### src/rtl/iob_cache_axi_read_arbiter.sv
// Round-robin arbiter sharing one AXI4 read port (AR + R) among N cache read channels.
// One burst is outstanding at a time; R beats are routed to the granted master until rlast.
module iob_cache_axi_read_arbiter #(
    parameter int N_MASTERS  = 2,
    parameter int AXI_ADDR_W = 32,
    parameter int AXI_DATA_W = 32,
    parameter int AXI_LEN_W  = 8,
    parameter int AXI_ID_W   = 1,
    parameter int GRANT_W    = (N_MASTERS > 1) ? $clog2(N_MASTERS) : 1
) (
    input  logic                            clk_i,
    input  logic                            reset_i,
    input  logic [N_MASTERS-1:0]            m_arvalid_i,
    input  logic [N_MASTERS*AXI_ADDR_W-1:0] m_araddr_i,
    input  logic [N_MASTERS*AXI_LEN_W-1:0]  m_arlen_i,
    input  logic [N_MASTERS*3-1:0]          m_arsize_i,
    input  logic [N_MASTERS*2-1:0]          m_arburst_i,
    output logic [N_MASTERS-1:0]            m_arready_o,
    output logic [AXI_DATA_W-1:0]           m_rdata_o,
    output logic [1:0]                      m_rresp_o,
    output logic                            m_rlast_o,
    output logic [N_MASTERS-1:0]            m_rvalid_o,
    input  logic [N_MASTERS-1:0]            m_rready_i,
    output logic [AXI_ID_W-1:0]             axi_arid_o,
    output logic [AXI_ADDR_W-1:0]           axi_araddr_o,
    output logic [AXI_LEN_W-1:0]            axi_arlen_o,
    output logic [2:0]                      axi_arsize_o,
    output logic [1:0]                      axi_arburst_o,
    output logic                            axi_arvalid_o,
    input  logic                            axi_arready_i,
    input  logic [AXI_DATA_W-1:0]           axi_rdata_i,
    input  logic [1:0]                      axi_rresp_i,
    input  logic                            axi_rlast_i,
    input  logic                            axi_rvalid_i,
    output logic                            axi_rready_o
);

    typedef enum logic [1:0] {
        IDLE = 2'd0,
        ADDR = 2'd1,
        DATA = 2'd2
    } state_t;

    state_t               state_q, state_d;
    logic [GRANT_W-1:0]   grant_q, grant_d;
    logic [GRANT_W-1:0]   last_grant_q, last_grant_d;
    logic [N_MASTERS-1:0] grant_onehot_s;
    logic                 granted_rready_s;

    // First requester found searching upward from last+1, wrapping modulo N_MASTERS.
    function automatic logic [GRANT_W-1:0] rr_pick(input logic [N_MASTERS-1:0] req,
                                                    input logic [GRANT_W-1:0]   last);
        logic [GRANT_W-1:0]   pick;
        logic [N_MASTERS-1:0] rot;
        logic                 found;
        int                   idx;
        pick  = '0;
        found = 1'b0;
        for (int k = 1; k <= N_MASTERS; k++) begin
            idx = (int'(last) + k) % N_MASTERS;
            rot = req >> idx;
            if (!found && rot[0]) begin
                found = 1'b1;
                pick  = GRANT_W'(idx);
            end else begin
                found = found;
            end
        end
        return pick;
    endfunction

    assign grant_onehot_s   = N_MASTERS'(1) << grant_q;
    assign granted_rready_s = |(m_rready_i & grant_onehot_s);

    assign axi_arid_o    = AXI_ID_W'(grant_q);
    assign axi_araddr_o  = AXI_ADDR_W'(m_araddr_i >> (int'(grant_q) * AXI_ADDR_W));
    assign axi_arlen_o   = AXI_LEN_W'(m_arlen_i >> (int'(grant_q) * AXI_LEN_W));
    assign axi_arsize_o  = 3'(m_arsize_i >> (int'(grant_q) * 3));
    assign axi_arburst_o = 2'(m_arburst_i >> (int'(grant_q) * 2));

    assign m_rdata_o = axi_rdata_i;
    assign m_rresp_o = axi_rresp_i;
    assign m_rlast_o = axi_rlast_i;

    // State and grant registers; last_grant resets to N-1 so master 0 wins first.
    always_ff @(posedge clk_i or posedge reset_i) begin
        if (reset_i) begin
            state_q      <= IDLE;
            grant_q      <= '0;
            last_grant_q <= GRANT_W'(N_MASTERS - 1);
        end else begin
            state_q      <= state_d;
            grant_q      <= grant_d;
            last_grant_q <= last_grant_d;
        end
    end

    // Next-state, grant selection and burst-completion bookkeeping.
    always_comb begin
        state_d      = state_q;
        grant_d      = grant_q;
        last_grant_d = last_grant_q;
        case (state_q)
            IDLE: begin
                if (|m_arvalid_i) begin
                    grant_d = rr_pick(m_arvalid_i, last_grant_q);
                    state_d = ADDR;
                end else begin
                    state_d = IDLE;
                end
            end
            ADDR: begin
                if (axi_arready_i) begin
                    state_d = DATA;
                end else begin
                    state_d = ADDR;
                end
            end
            DATA: begin
                if (axi_rvalid_i && granted_rready_s && axi_rlast_i) begin
                    last_grant_d = grant_q;
                    state_d      = IDLE;
                end else begin
                    state_d = DATA;
                end
            end
            default: begin
                state_d = IDLE;
            end
        endcase
    end

    // Handshake steering: only the granted master ever sees ready/valid.
    always_comb begin
        axi_arvalid_o = 1'b0;
        axi_rready_o  = 1'b0;
        m_arready_o   = '0;
        m_rvalid_o    = '0;
        case (state_q)
            ADDR: begin
                axi_arvalid_o = 1'b1;
                m_arready_o   = axi_arready_i ? grant_onehot_s : '0;
            end
            DATA: begin
                axi_rready_o = granted_rready_s;
                m_rvalid_o   = axi_rvalid_i ? grant_onehot_s : '0;
            end
            default: begin
                axi_arvalid_o = 1'b0;
            end
        endcase
    end

endmodule

### config.mk
export PLATFORM = sky130hd
export DESIGN_NAME = iob_cache_axi_read_arbiter
export DESIGN_NICKNAME = d
export VERILOG_FILES = /design/src/rtl/iob_cache_axi_read_arbiter.sv
export SDC_FILE = /design/constraint.sdc
export NUM_CORES = 1
export LEC_CHECK = 0
export BUFFER_PORTS_ARGS = -buffer_cell sky130_fd_sc_hd__buf_2
export CAP_MARGIN = 20
export CORE_AREA = 2 2 85 87
export CTS_BUF_LIST = sky130_fd_sc_hd__clkbuf_16
export CTS_CLUSTER_DIAMETER = 200
export DETAILED_ROUTE_END_ITERATION = 10
export DIE_AREA = 0 0 87 89
export PLACE_DENSITY = 0.6
export SYNTH_ARGS = -nofsm -noshare
export SYNTH_HDL_FRONTEND = slang
export SYNTH_SLANG_ARGS = --single-unit
### constraint.sdc
create_clock -name clk_i -period 1.25 [get_ports clk_i]
set_input_delay 0.25 -clock clk_i [delete_from_list [all_inputs] [get_ports clk_i]]
set_output_delay 0.25 -clock clk_i [all_outputs]
set_load 0.02 [all_outputs]
---- After elaboration in Yosys (flattened, before gate mapping) ----
Index checks and enable logic that the tools add are counted.
storage, ports and cells
  flip-flop bits (word level) ............. 4
  input bits .............................. 133
  output and inout bits ................... 87
  logic and storage cells ................. 42
cells by class
  add/subtract/negate cells ............... 2
  multiply operators ...................... 1
  equality and inequality tests ........... 2
  shift operators ......................... 7
  mux-type cells .......................... 15
  bitwise logic cells ..................... 3
  reductions and logical operators ........ 9
operator list
  cell                                                                    count
  2-bit by 32-bit >> shifter with 1-bit output                            2
  64-bit by 6-bit >> shifter with 32-bit output                           1
  16-bit by 4-bit >> shifter with 8-bit output                            1
  2-bit 2-to-1 mux                                                        6
  1-bit 2-to-1 mux                                                        8
  2-bit case mux with 3 select lines                                      1
  6-bit by 3-bit >> shifter with 3-bit output                             1
  2-bit AND reduction                                                     2
  2-bit OR reduction                                                      2
  4-bit by 2-bit >> shifter with 2-bit output                             1
  1-bit logical AND                                                       3
  1-bit by 2-bit multiplier with 3-bit output (second input constant)     1
  1-bit adder (second input constant)                                     2
  1-bit bitwise AND (first input constant)                                2
  2-bit bitwise AND                                                       1
  2-bit by 1-bit equality test with 1-bit output (second input constant)  1
  2-bit equality test (second input constant)                             1
  2-bit zero test                                                         1
  1-bit by 1-bit << shifter with 2-bit output (first input constant)      1
  1-bit zero test                                                         1

---- Longest topological paths before layout ----
Gate-level depths: netlist (run 1).
  depth after elaboration ................. 9
  gate-level depth with buffers ........... 4
  depth with buffers taken out ............ 3

---- Worst setup path before layout (run 1) ----
Ideal clock, no wire load.
  path type ............................... register to output
  start ................................... reg grant_q, in the netlist axi_arid_o
  end ..................................... out m_rvalid_o[0]
  arrival ................................. 1.295 ns
  data required time ...................... 1.000 ns
  path slack .............................. -0.295 ns
  cell stages (with the launch flop) ...... 4
  path buffers ............................ 2
  path through ............................ dfrtp_1 > buf_6 > buf_2 > nor3b_1
on the way
  word-level cells in the longest chain between the ends .. 3
RTL lines
  what                                         RTL line  RTL
  from (decl)                                  45        logic [GRANT_W-1:0] grant_q, grant_d;
  from (signal assigned)                       93        grant_q <= grant_d;
  1-bit by 1-bit << shifter with 2-bit output  72        assign grant_onehot_s = N_MASTERS'(1) << grant_q;
  2-bit 2-to-1 mux                             146       m_rvalid_o = axi_rvalid_i ? grant_onehot_s : '0;
  2-bit 2-to-1 mux                             139       case (state_q)
  to (decl)                                    22        output logic [N_MASTERS-1:0] m_rvalid_o,
Every way passes these cells.

---- Worst setup path after layout (run 1) ----
  start ................................... reg grant_q, in the netlist axi_arid_o
  end ..................................... out axi_arburst_o[1]
on the way
  word-level cells in the longest chain between the ends .. 1
RTL lines
  what                                         RTL line  RTL
  4-bit by 2-bit >> shifter with 2-bit output  79        assign axi_arburst_o = 2'(m_arburst_i >> (int'(grant_q) * 2));
  to (decl)                                    28        output logic [1:0] axi_arburst_o,
Every way passes these cells.

==> impl_metrics.py, run 1 <==
metrics = {
    "routing": {
        "drt_iter0_drc": 11,
        "remaining_drc_errors": 0,
        "detailedRoute.firstPassIterationCount": 4,
        "drt.antenna.violating_nets": 0,
        "route.detailed.wl_per_inst_um": 12.7,
        "route.vias.total": 1238,
        "via_per_inst": 3.94,
        "wirelength_mm": 3.98,
    },
    "clocking": {
        "cts-htree-levels": 1,
        "cts_buffers": 3,
        "clock_tree.root_cell": "sky130_fd_sc_hd__clkbuf_16",
        "ctsLongestPathBuffers": 2,
        "clk_pin_slew_ns": 0.03,
        "clk-insertion-delay-late_ns": 0.22,
        "tritoncts_num_sinks": 4,
        "tritoncts_clock_tree": "done",
    },
    "cells_and_area": {
        "drive_gt1_frac": 0.932,
        "fin_cells": 314,
        "synthToLayoutAreaGrowth_pct": 105,
        "final_net_count": 368,
        "fin_area_mm2": 0.00212,
        "insertedDiodeCount": 0,
    },
    "grt": {
        "global_route.overflow_total": 0,
        "grt_pass1_vias": 1108,
        "global_route.usage.total": 0.0775,
        "grt_antenna_before_repair": 0,
        "largest_net_degree_at_the_start_of_global_routing": 32,
        "grt_pass1_wl_mm": 4.73,
    },
    "placed_design": {
        "place_inst": 307,
        "hpwl_mm": 3.31,
        "area_after_detailed_placement_mm2": 0.00184,
        "detailedPlace.worstSlack_ns": -0.189,
        "gpl.final_weighted_congestion": 0.687,
        "port-buffer-count": 151,
    },
    "sta": {
        "final-max-slew-violation-count": 0,
        "clock_skew_ns": 0.00184,
        "worst_hold_slack_ns": 0.257,
        "rsz0062_at_grt": "true",
        "timing_worst_slew_pin_value_ns": 0.252,
        "post-route-period-util": 1.30,
        "final.min_clock_period_ns": 1.63,
        "report.final.hold_viol_count": 0,
        "layout_setup_ws_ns": -0.376,
        "worst_slew_margin_rel": 0.832,
        "timing.fmax_mhz": 615,
        "setup_viol": 53,
    },
    "floorplanning": {
        "placement_rows": 30,
        "die_h_um": 89,
        "floorplan.die.width_um": 87,
        "core_mm2": 0.00672,
        "die-area_mm2": 0.00774,
        "initial_core_util": 0.154,
        "top_level_ports": 220,
    },
    "logic_synthesis": {
        "synth.lib_cells_used.distinct": 20,
        "dominant_register_cell_in_the_synthesized_netlist": "sky130_fd_sc_hd__dfrtp_1",
        "syn_area_mm2": 0.00103,
        "netlist_top_cells_count": "sky130_fd_sc_hd__mux2_2, sky130_fd_sc_hd__buf_4, sky130_fd_sc_hd__buf_2",
        "synth_nets": 244,
        "yosysTopAreaCell": "sky130_fd_sc_hd__mux2_2",
        "ys_async_rst_share": 1.00,
        "post-synth-top-area-fraction": 0.490,
        "synth_seq_cells": 4,
        "syn_inst": 111,
        "proportion_of_synthesized_chip_area_in_sequential_cells": 0.0979,
        "number_of_synthesized_flops_with_an_enable_pin": 0,
        "post_synth.cell_area_avg_um2": 9.32,
        "post-synth-top-count-cell": "sky130_fd_sc_hd__mux2_2",
        "netlist_top_cells_area": "sky130_fd_sc_hd__mux2_2, sky130_fd_sc_hd__buf_4, sky130_fd_sc_hd__dfrtp_1, sky130_fd_sc_hd__dfstp_2, sky130_fd_sc_hd__buf_2",
        "synthesis.yosys.warnings": 0,
    },
    "critical_path": {
        "worstPathArrival_ns": 1.38,
        "rr_startpoint": "axi_arid_o",
        "cp-start-kind": "flop",
        "timing.setup.critical_path_class": "reg -> out",
        "critPathMaxFanout": 16,
        "critPathLaunch": "axi_arid_o",
        "crit_required_ns": 1.00,
        "endpoint_kind": "output pin",
    },
    "min_path": {
        "min-delay-start": "axi_arready_i",
        "hold_class": "in -> reg",
    },
    "power_and_ir_drop": {
        "totalPowerFinal_mw": 4.39,
        "power_leakage_nw": 1.22,
        "power.ir.vdd_worst_mv": 0.456,
        "power-per-cell-area_mw_per_mm2": 2070,
    },
    "run_status": {
        "violations_in_the_final_reports": "negative setup slack",
        "outcome": "finished, violations left",
    },
    "job": {
        "max_cap_viol_count": 0,
    },
}
==> cells in the final DEF, fill, tap and decap left out, drive strengths merged <==
cell type,n
buf,158
mux2,46
clkbuf,4
nand2,4
nor2,4
dfrtp,3
inv,2
nor3,2
mux2i,1
nand2b,1
nor3b,1
nor2b,1
o21ai,1
a211oi,1
and4b,1
and3,1
a32o,1
dlygate4sd3,1
dfstp,1
==> per-stage QoR <==
step	setup TNS, ns	util
finish	-17.28	0.316
floorplan	-3.04	-
global route	-19.70	0.316
CTS	-17.21	0.300
global placement	-5.50	0.273
detailed placement	-6.37	0.273
==> logic make-up after synthesis <==
group                  synth area share
DFF                              0.0979
buffers and inverters             0.293
AOI/OAI and AO/OA                0.0218
muxes                             0.514
and+or+nand+nor                  0.0738
==> timing repair <==
item                                   in CTS  in global routing
hold buffers                                1                  0
setup endpoints to repair                  52                 54
resized for setup                          23                 28
endpoints found under the hold margin       3                  0
pin swaps                                   2                  0
buffers inserted                            1                  0
cloned                                      0                  1
==> power by group <==
part | total (mW) | leakage (nW) | switching, mW | internal, mW
clock | 0.501 | 0.0423 | 0.0885 | 0.413
sequential | 0.292 | 0.0455 | 0.0834 | 0.209
combinational | 3.60 | 1.13 | 1.65 | 1.95
total | 4.39 | 1.22 | 1.82 | 2.57
==> worst paths after layout <==
kind | to | slack (ns) | cells after the start
max reg2reg | last_grant_q | -0.19 | 5
min | state_q[0] | 0.26 | 2
max | axi_arburst_o[1] | -0.38 | 3
min reg2reg | state_q[0] | 0.56 | 2
min in group asynchronous | state_q[1] | 0.46 | 3
max in group asynchronous | last_grant_q | 0.56 | 3
==> layout make-up <==
cell class / instances / area (µm²)
fill: 695 / 4590
clock inverter: 1 / 3.75
multi-input combinational: 65 / 841
inverter: 1 / 3.75
tap: 80 / 100
clock buffer: 3 / 75.1
sequential: 4 / 103
timing repair buffer: 160 / 998
==> critical path, stage by stage (launching register included) <==
cell and delay, ns:
sky130_fd_sc_hd__dfrtp_2 0.45, sky130_fd_sc_hd__buf_12 0.20, sky130_fd_sc_hd__mux2_2 0.34, sky130_fd_sc_hd__buf_2 0.16
==> sequential cells by signal, indices dropped and copies added, names as in the netlist <==
name / count
axi_arid_o: 1
last_grant_q: 1
state_q: 2
==> layer usage <==
metal,part of all wire,global-route usage,up-vias,wire length (µm)
met2,0.54,0.160,89,2140
met5,0,0,-,0
met4,0.0033,0.0213,0,13
met3,0.12,0.0240,4,463
li1,-,-,597,-
met1,0.34,0.0721,548,1350
Note: power is estimated with default switching activity, not from simulation.
==> inputs of run 2 (changes only) <==
Settings changed: CTS_CLUSTER_DIAMETER 200 to 30, REMOVE_ABC_BUFFERS set to 1.
==> impl_metrics.py, run 2 (synthesis results as in run 1) <==
metrics = {
    "cells_and_area": {
        "final_core_utilization": 0.349,
        "insertedDiodeCount": 0,
        "final_net_count": 375,
        "largest_register_ff_count": 2,
        "regMostFlops": "state_q",
        "synthToLayoutAreaGrowth_pct": 127,
        "layout.cells.most_common_list": "sky130_fd_sc_hd__buf_2, sky130_fd_sc_hd__buf_6, sky130_fd_sc_hd__mux2_2",
        "drive_gt1_frac": 0.929,
        "most_common_cell_after_layout_fill_and_taps_aside": "sky130_fd_sc_hd__buf_2",
        "n_fill_cell": 663,
    },
    "power_and_ir_drop": {
        "power-per-cell-area_mw_per_mm2": 2220,
        "power_leakage_nw": 1.23,
        "totalPowerFinal_mw": 5.20,
        "power.ir.vdd_worst_mv": 0.720,
    },
    "routing": {
        "detailedRoute.firstPassIterationCount": 4,
        "wirelength_mm": 7.94,
        "remaining_drc_errors": 0,
        "drt.antenna.violating_nets": 0,
        "route.vias.total": 1379,
        "via_per_inst": 4.30,
        "route.detailed.wl_per_inst_um": 24.7,
        "drt_iter0_drc": 28,
    },
    "critical_path": {
        "worst_path_largest_cell_delay_ns": 0.39,
        "cp-start-kind": "flop",
        "slowest_stage": "sky130_fd_sc_hd__dfrtp_2",
        "crit_required_ns": 1.00,
        "timing.setup.critical_path_class": "reg -> out",
        "endpoint_kind": "output pin",
        "flop2flop_setup_slack_ns": -0.23,
        "cp_top_family": "buffers and inverters",
        "timing.critical_path.buf_inv": 3,
        "critPathMaxFanout": 7,
        "worstPathArrival_ns": 1.40,
        "timing.critical_path.cells": "buf_12 -> clkbuf_16 -> mux2_2 -> buf_6",
    },
    "run_status": {
        "outcome": "finished, violations left",
        "violations_in_the_final_reports": "negative setup slack",
    },
    "clocking": {
        "clk-insertion-delay-late_ns": 0.23,
        "tritoncts_num_sinks": 4,
        "tritoncts_clock_tree": "done",
        "ctsLongestPathBuffers": 2,
        "cts_buffers": 3,
        "clock_tree.root_cell": "sky130_fd_sc_hd__clkbuf_16",
        "cts-htree-levels": 1,
        "clk_pin_slew_ns": 0.03,
    },
    "sta": {
        "layout_setup_ws_ns": -0.400,
        "final.min_clock_period_ns": 1.65,
        "timing.fmax_mhz": 606,
        "clock_skew_ns": 0.00158,
        "final-max-slew-violation-count": 0,
        "timing_worst_slew_pin_value_ns": 0.214,
        "rsz0062_at_grt": "true",
        "report.final.hold_viol_count": 0,
        "final.setup.tns_ns": -18.61,
        "post-route-period-util": 1.32,
        "worst_slew_margin_rel": 0.857,
        "setup_viol": 53,
    },
    "floorplanning": {
        "top_level_ports": 220,
        "core_mm2": 0.00672,
        "floorplan.die.width_um": 87,
        "placement_rows": 30,
        "die_h_um": 89,
        "initial_core_util": 0.154,
        "die-area_mm2": 0.00774,
    },
    "job": {
        "max_cap_viol_count": 0,
    },
    "placed_design": {
        "hpwl_mm": 6.68,
        "detailedPlace.worstSlack_ns": -0.233,
        "port-buffer-count": 151,
        "gpl.final_weighted_congestion": 0.875,
    },
    "grt": {
        "largest_net_degree_at_the_start_of_global_routing": 21,
        "global_route.overflow_total": 0,
        "global_route.usage.total": 0.169,
        "grt_antenna_before_repair": 0,
        "grt_pass1_wl_mm": 8.72,
        "grt_pass1_vias": 1149,
    },
    "min_path": {
        "hold_class": "in -> reg",
    },
}
-- run 2: cell type report --
type | count | area, µm² | area share
Timing Repair Buffer | 167 | 1330 | 0.565
Clock inverter | 1 | 3.75 | 0.00160
Clock buffer | 3 | 75.1 | 0.0320
Sequential cell | 4 | 103 | 0.0437
Multi-Input combinational cell | 65 | 734 | 0.313
Inverter | 1 | 3.75 | 0.00160
Tap cell | 80 | 100 | 0.0427
-- run 2: worst paths after layout --
check,startpoint,end,cells after the start
hold / removal,axi_arready_i,state_q[0],2
setup / recovery,axi_arid_o,axi_araddr_o[27],4
min in group asynchronous,reset_i,state_q[1],3
hold reg to reg,state_q[0],state_q[0],2
max in group asynchronous,reset_i,last_grant_q,3
setup reg to reg,axi_arid_o,last_grant_q,5
-- run 2: worst register-to-register path, cell delays in order, from the launching register on --
cell	delay [ns]
sky130_fd_sc_hd__dfrtp_2	0.42
sky130_fd_sc_hd__buf_12	0.16
sky130_fd_sc_hd__buf_12	0.14
sky130_fd_sc_hd__mux2i_4	0.19
sky130_fd_sc_hd__nor3_2	0.18
sky130_fd_sc_hd__mux2_4	0.32
-- run 2: repair_timing --
| action | 4_1_cts | 5_1_grt |
|---|---|---|
| pin swaps | 2 | 3 |
| endpoints found under the hold margin | 3 | 0 |
| gates cloned | 0 | 6 |
| setup endpoints to repair | 54 | 53 |
| hold buffers | 1 | 0 |
| gates resized for setup | 24 | 104 |
| setup buffers | 1 | 3 |
-- run 2: report_power, final --
group	switching, mW	total (mW)	internal (mW)
clock	0.115	0.530	0.415
sequential	0.0610	0.269	0.208
combinational	1.85	4.40	2.55
-- run 2: stage by stage --
step                      hold slack (ns)  instance area [µm²]  instances
after floorplan                    0.0154                  736         70
after global placement              0.157                 1660        306
after detailed placement            0.154                 1660        306
after CTS                           0.239                 1830        312
after global routing                0.255                 2350        321
final                               0.240                 2350        321
-- run 2: routing by layer --
| metal | track usage | vias up | wire length, µm | share of wire |
|---|---|---|---|---|
| met1 | 0.102 | 609 | 1750 | 0.22 |
| met2 | 0.309 | 149 | 4040 | 0.51 |
| li1 | - | 611 | - | - |
| met3 | 0.210 | 10 | 2010 | 0.25 |
| met5 | 0 | - | 0 | 0 |
| met4 | 0.0327 | 0 | 142 | 0.018 |
==> inputs of run 3 (changes only) <==
--- a/config.mk
+++ b/config.mk
@@ -13,4 +13,5 @@
 export DETAILED_ROUTE_END_ITERATION = 10
 export DIE_AREA = 0 0 87 89
+export GPL_TIMING_DRIVEN = 1
 export PLACE_DENSITY = 0.6
 export REMOVE_ABC_BUFFERS = 1
==> constraint.sdc (replaced) <==
create_clock -name clk_i -period 1.25 [get_ports clk_i]
set_input_delay 0.125 -clock clk_i [delete_from_list [all_inputs] [get_ports clk_i]]
set_output_delay 0.125 -clock clk_i [all_outputs]
set_load 0.02 [all_outputs]
==> impl_metrics.py, run 3 (synthesis results as in run 1) <==
metrics = {
    "critical_path": {
        "cp-start-kind": "flop",
        "endpoint_kind": "output pin",
        "timing.critical_path.cells": "buf_12 -> mux2_2 -> buf_4",
        "rr_startpoint": "axi_arid_o",
        "timing.setup.critical_path_class": "reg -> out",
        "slowest_stage": "sky130_fd_sc_hd__dfrtp_2",
        "flop2flop_setup_slack_ns": -0.22,
        "capture_point_of_the_worst_reg_to_reg_path": "last_grant_q",
        "r2r_cells": 5,
        "worstPathArrival_ns": 1.37,
        "critPathMaxFanout": 29,
        "worst_path_largest_cell_delay_ns": 0.41,
        "crit_required_ns": 1.12,
    },
    "floorplanning": {
        "core_mm2": 0.00672,
        "placement_rows": 30,
        "floorplan.die.width_um": 87,
        "die-area_mm2": 0.00774,
        "top_level_ports": 220,
        "die_h_um": 89,
        "initial_core_util": 0.154,
    },
    "grt": {
        "global_route.overflow_total": 0,
        "largest_net_degree_at_the_start_of_global_routing": 30,
        "global_route.usage.total": 0.175,
        "grt_pass1_vias": 1264,
        "grt_antenna_before_repair": 0,
        "grt_pass1_wl_mm": 9.12,
    },
    "routing": {
        "via_per_inst": 4.10,
        "drt_iter0_drc": 11,
        "drt.antenna.violating_nets": 0,
        "remaining_drc_errors": 0,
        "wirelength_mm": 7.37,
        "route.detailed.wl_per_inst_um": 23.6,
        "route.vias.total": 1278,
        "detailedRoute.firstPassIterationCount": 4,
    },
    "sta": {
        "layout_setup_ws_ns": -0.241,
        "post-route-period-util": 1.19,
        "timing_worst_slew_pin_value_ns": 0.171,
        "timing.fmax_mhz": 671,
        "final.min_clock_period_ns": 1.49,
        "clock_skew_ns": 0.00343,
        "final.setup.tns_ns": -10.24,
        "report.final.hold_viol_count": 0,
        "setup_viol": 50,
        "final-max-slew-violation-count": 0,
        "worst_slew_margin_rel": 0.884,
        "rsz0062_at_grt": "true",
        "worst_hold_slack_ns": 0.141,
    },
    "cells_and_area": {
        "final_core_utilization": 0.281,
        "layout.cells.most_common_list": "sky130_fd_sc_hd__buf_2, sky130_fd_sc_hd__mux2_2, sky130_fd_sc_hd__buf_4, sky130_fd_sc_hd__buf_6, sky130_fd_sc_hd__mux2_4",
        "drive_gt1_frac": 0.927,
        "fin_cells": 312,
        "most_common_cell_after_layout_fill_and_taps_aside": "sky130_fd_sc_hd__buf_2",
        "largest_register_ff_count": 2,
        "n_fill_cell": 742,
        "synthToLayoutAreaGrowth_pct": 82.2,
        "regMostFlops": "state_q",
        "insertedDiodeCount": 0,
        "final_net_count": 366,
    },
    "placed_design": {
        "detailedPlace.worstSlack_ns": -0.0415,
        "port-buffer-count": 151,
        "place_inst": 304,
        "gpl.final_weighted_congestion": 0.937,
        "hpwl_mm": 6.75,
    },
    "power_and_ir_drop": {
        "share_of_total_power_in_the_clock_network": 0.133,
        "power.ir.vdd_worst_mv": 0.428,
        "netSwitchingPower_mw": 1.68,
        "power_leakage_nw": 1.02,
        "internal_power_mw": 2.14,
        "power.sequential.fraction": 0.077,
        "share_comb_of_total_power": 0.790,
        "power-per-cell-area_mw_per_mm2": 2030,
        "switching_share": 0.440,
    },
    "clocking": {
        "tritoncts_num_sinks": 4,
        "ctsLongestPathBuffers": 2,
        "tritoncts_clock_tree": "done",
        "clk-insertion-delay-late_ns": 0.23,
        "cts-htree-levels": 1,
        "clk_pin_slew_ns": 0.03,
        "cts_buffers": 3,
        "clock_tree.root_cell": "sky130_fd_sc_hd__clkbuf_16",
    },
    "job": {
        "max_cap_viol_count": 0,
    },
    "min_path": {
        "worstHoldEndpoint": "state_q[0]",
        "holdPathStages": 2,
        "hold_class": "in -> reg",
        "min-delay-start": "axi_arready_i",
    },
    "run_status": {
        "violations_in_the_final_reports": "negative setup slack",
        "outcome": "finished, violations left",
    },
}
==> run 3: cell count changes in the layout (fill, tap and decap cells not counted), sizes merged <==
cell,delta
clkbuf,-5
buf,-4
==> run 3: how the worst max path moves through the flow <==
stage                     slack (ns)  cells past startpoint  startpoint          endpoint
after CTS                      -0.26                      3  axi_arid_o  axi_araddr_o[28]
after global routing           -0.29                      3  axi_arid_o  axi_araddr_o[28]
after floorplan                -1.01                      3  axi_arid_o      last_grant_q
after detailed placement       -0.04                      3  axi_arid_o      last_grant_q
final                          -0.24                      3  axi_arid_o   axi_arsize_o[1]
after global placement         -0.03                      3  axi_arid_o  axi_arburst_o[0]
==> run 3: repair_timing <==
item | CTS | global route
hold buffers | 1 | 0
pin swaps | 4 | 1
setup buffers | 2 | 1
hold endpoints to repair | 4 | 0
setup endpoints to repair | 51 | 51
resized for setup | 23 | 17
==> run 3: final cells by class <==
class	count	area, µm²	area share
inverter	1	3.75	0.00199
clock buffer	3	75.1	0.0398
timing repair buffer	158	905	0.480
multi-input combinational	65	694	0.368
sequential	4	104	0.0551
tap	80	100	0.0531
clock inverter	1	3.75	0.00199
==> run 3: per-layer routing <==
metal  track usage  share of wire  up-vias
li1              -              -      593
met1        0.0970           0.21      534
met2         0.321           0.51      147
met3         0.211           0.27        4
met4        0.0554          0.021        0
met5             0              0        -
==> run 3: critical path: cells and delay by family (launching register included) <==
family   cells  cell delay [ns]
buf+inv      2             0.36
mux          1             0.36
flops        1             0.41
==> run 3: through the flow <==
step	cell area, µm²	power (mW)
3_3_place_gp	1640	2.92
3_5_place_dp	1640	2.95
2_1_floorplan	736	2.00
4_1_cts	1820	3.71
6_report	1890	3.82
5_1_grt	1890	4.02
==> run 3: power by group through the flow <==
| stage | logic, mW | registers (mW) | clock network [mW] |
|---|---|---|---|
| after floorplan | 1.52 | 0.478 | 0 |
| after detailed placement | 2.67 | 0.278 | 0 |
| after global routing | 3.19 | 0.304 | 0.526 |
| after global placement | 2.64 | 0.274 | 0 |
| after CTS | 2.91 | 0.281 | 0.515 |
| final | 3.02 | 0.295 | 0.507 |
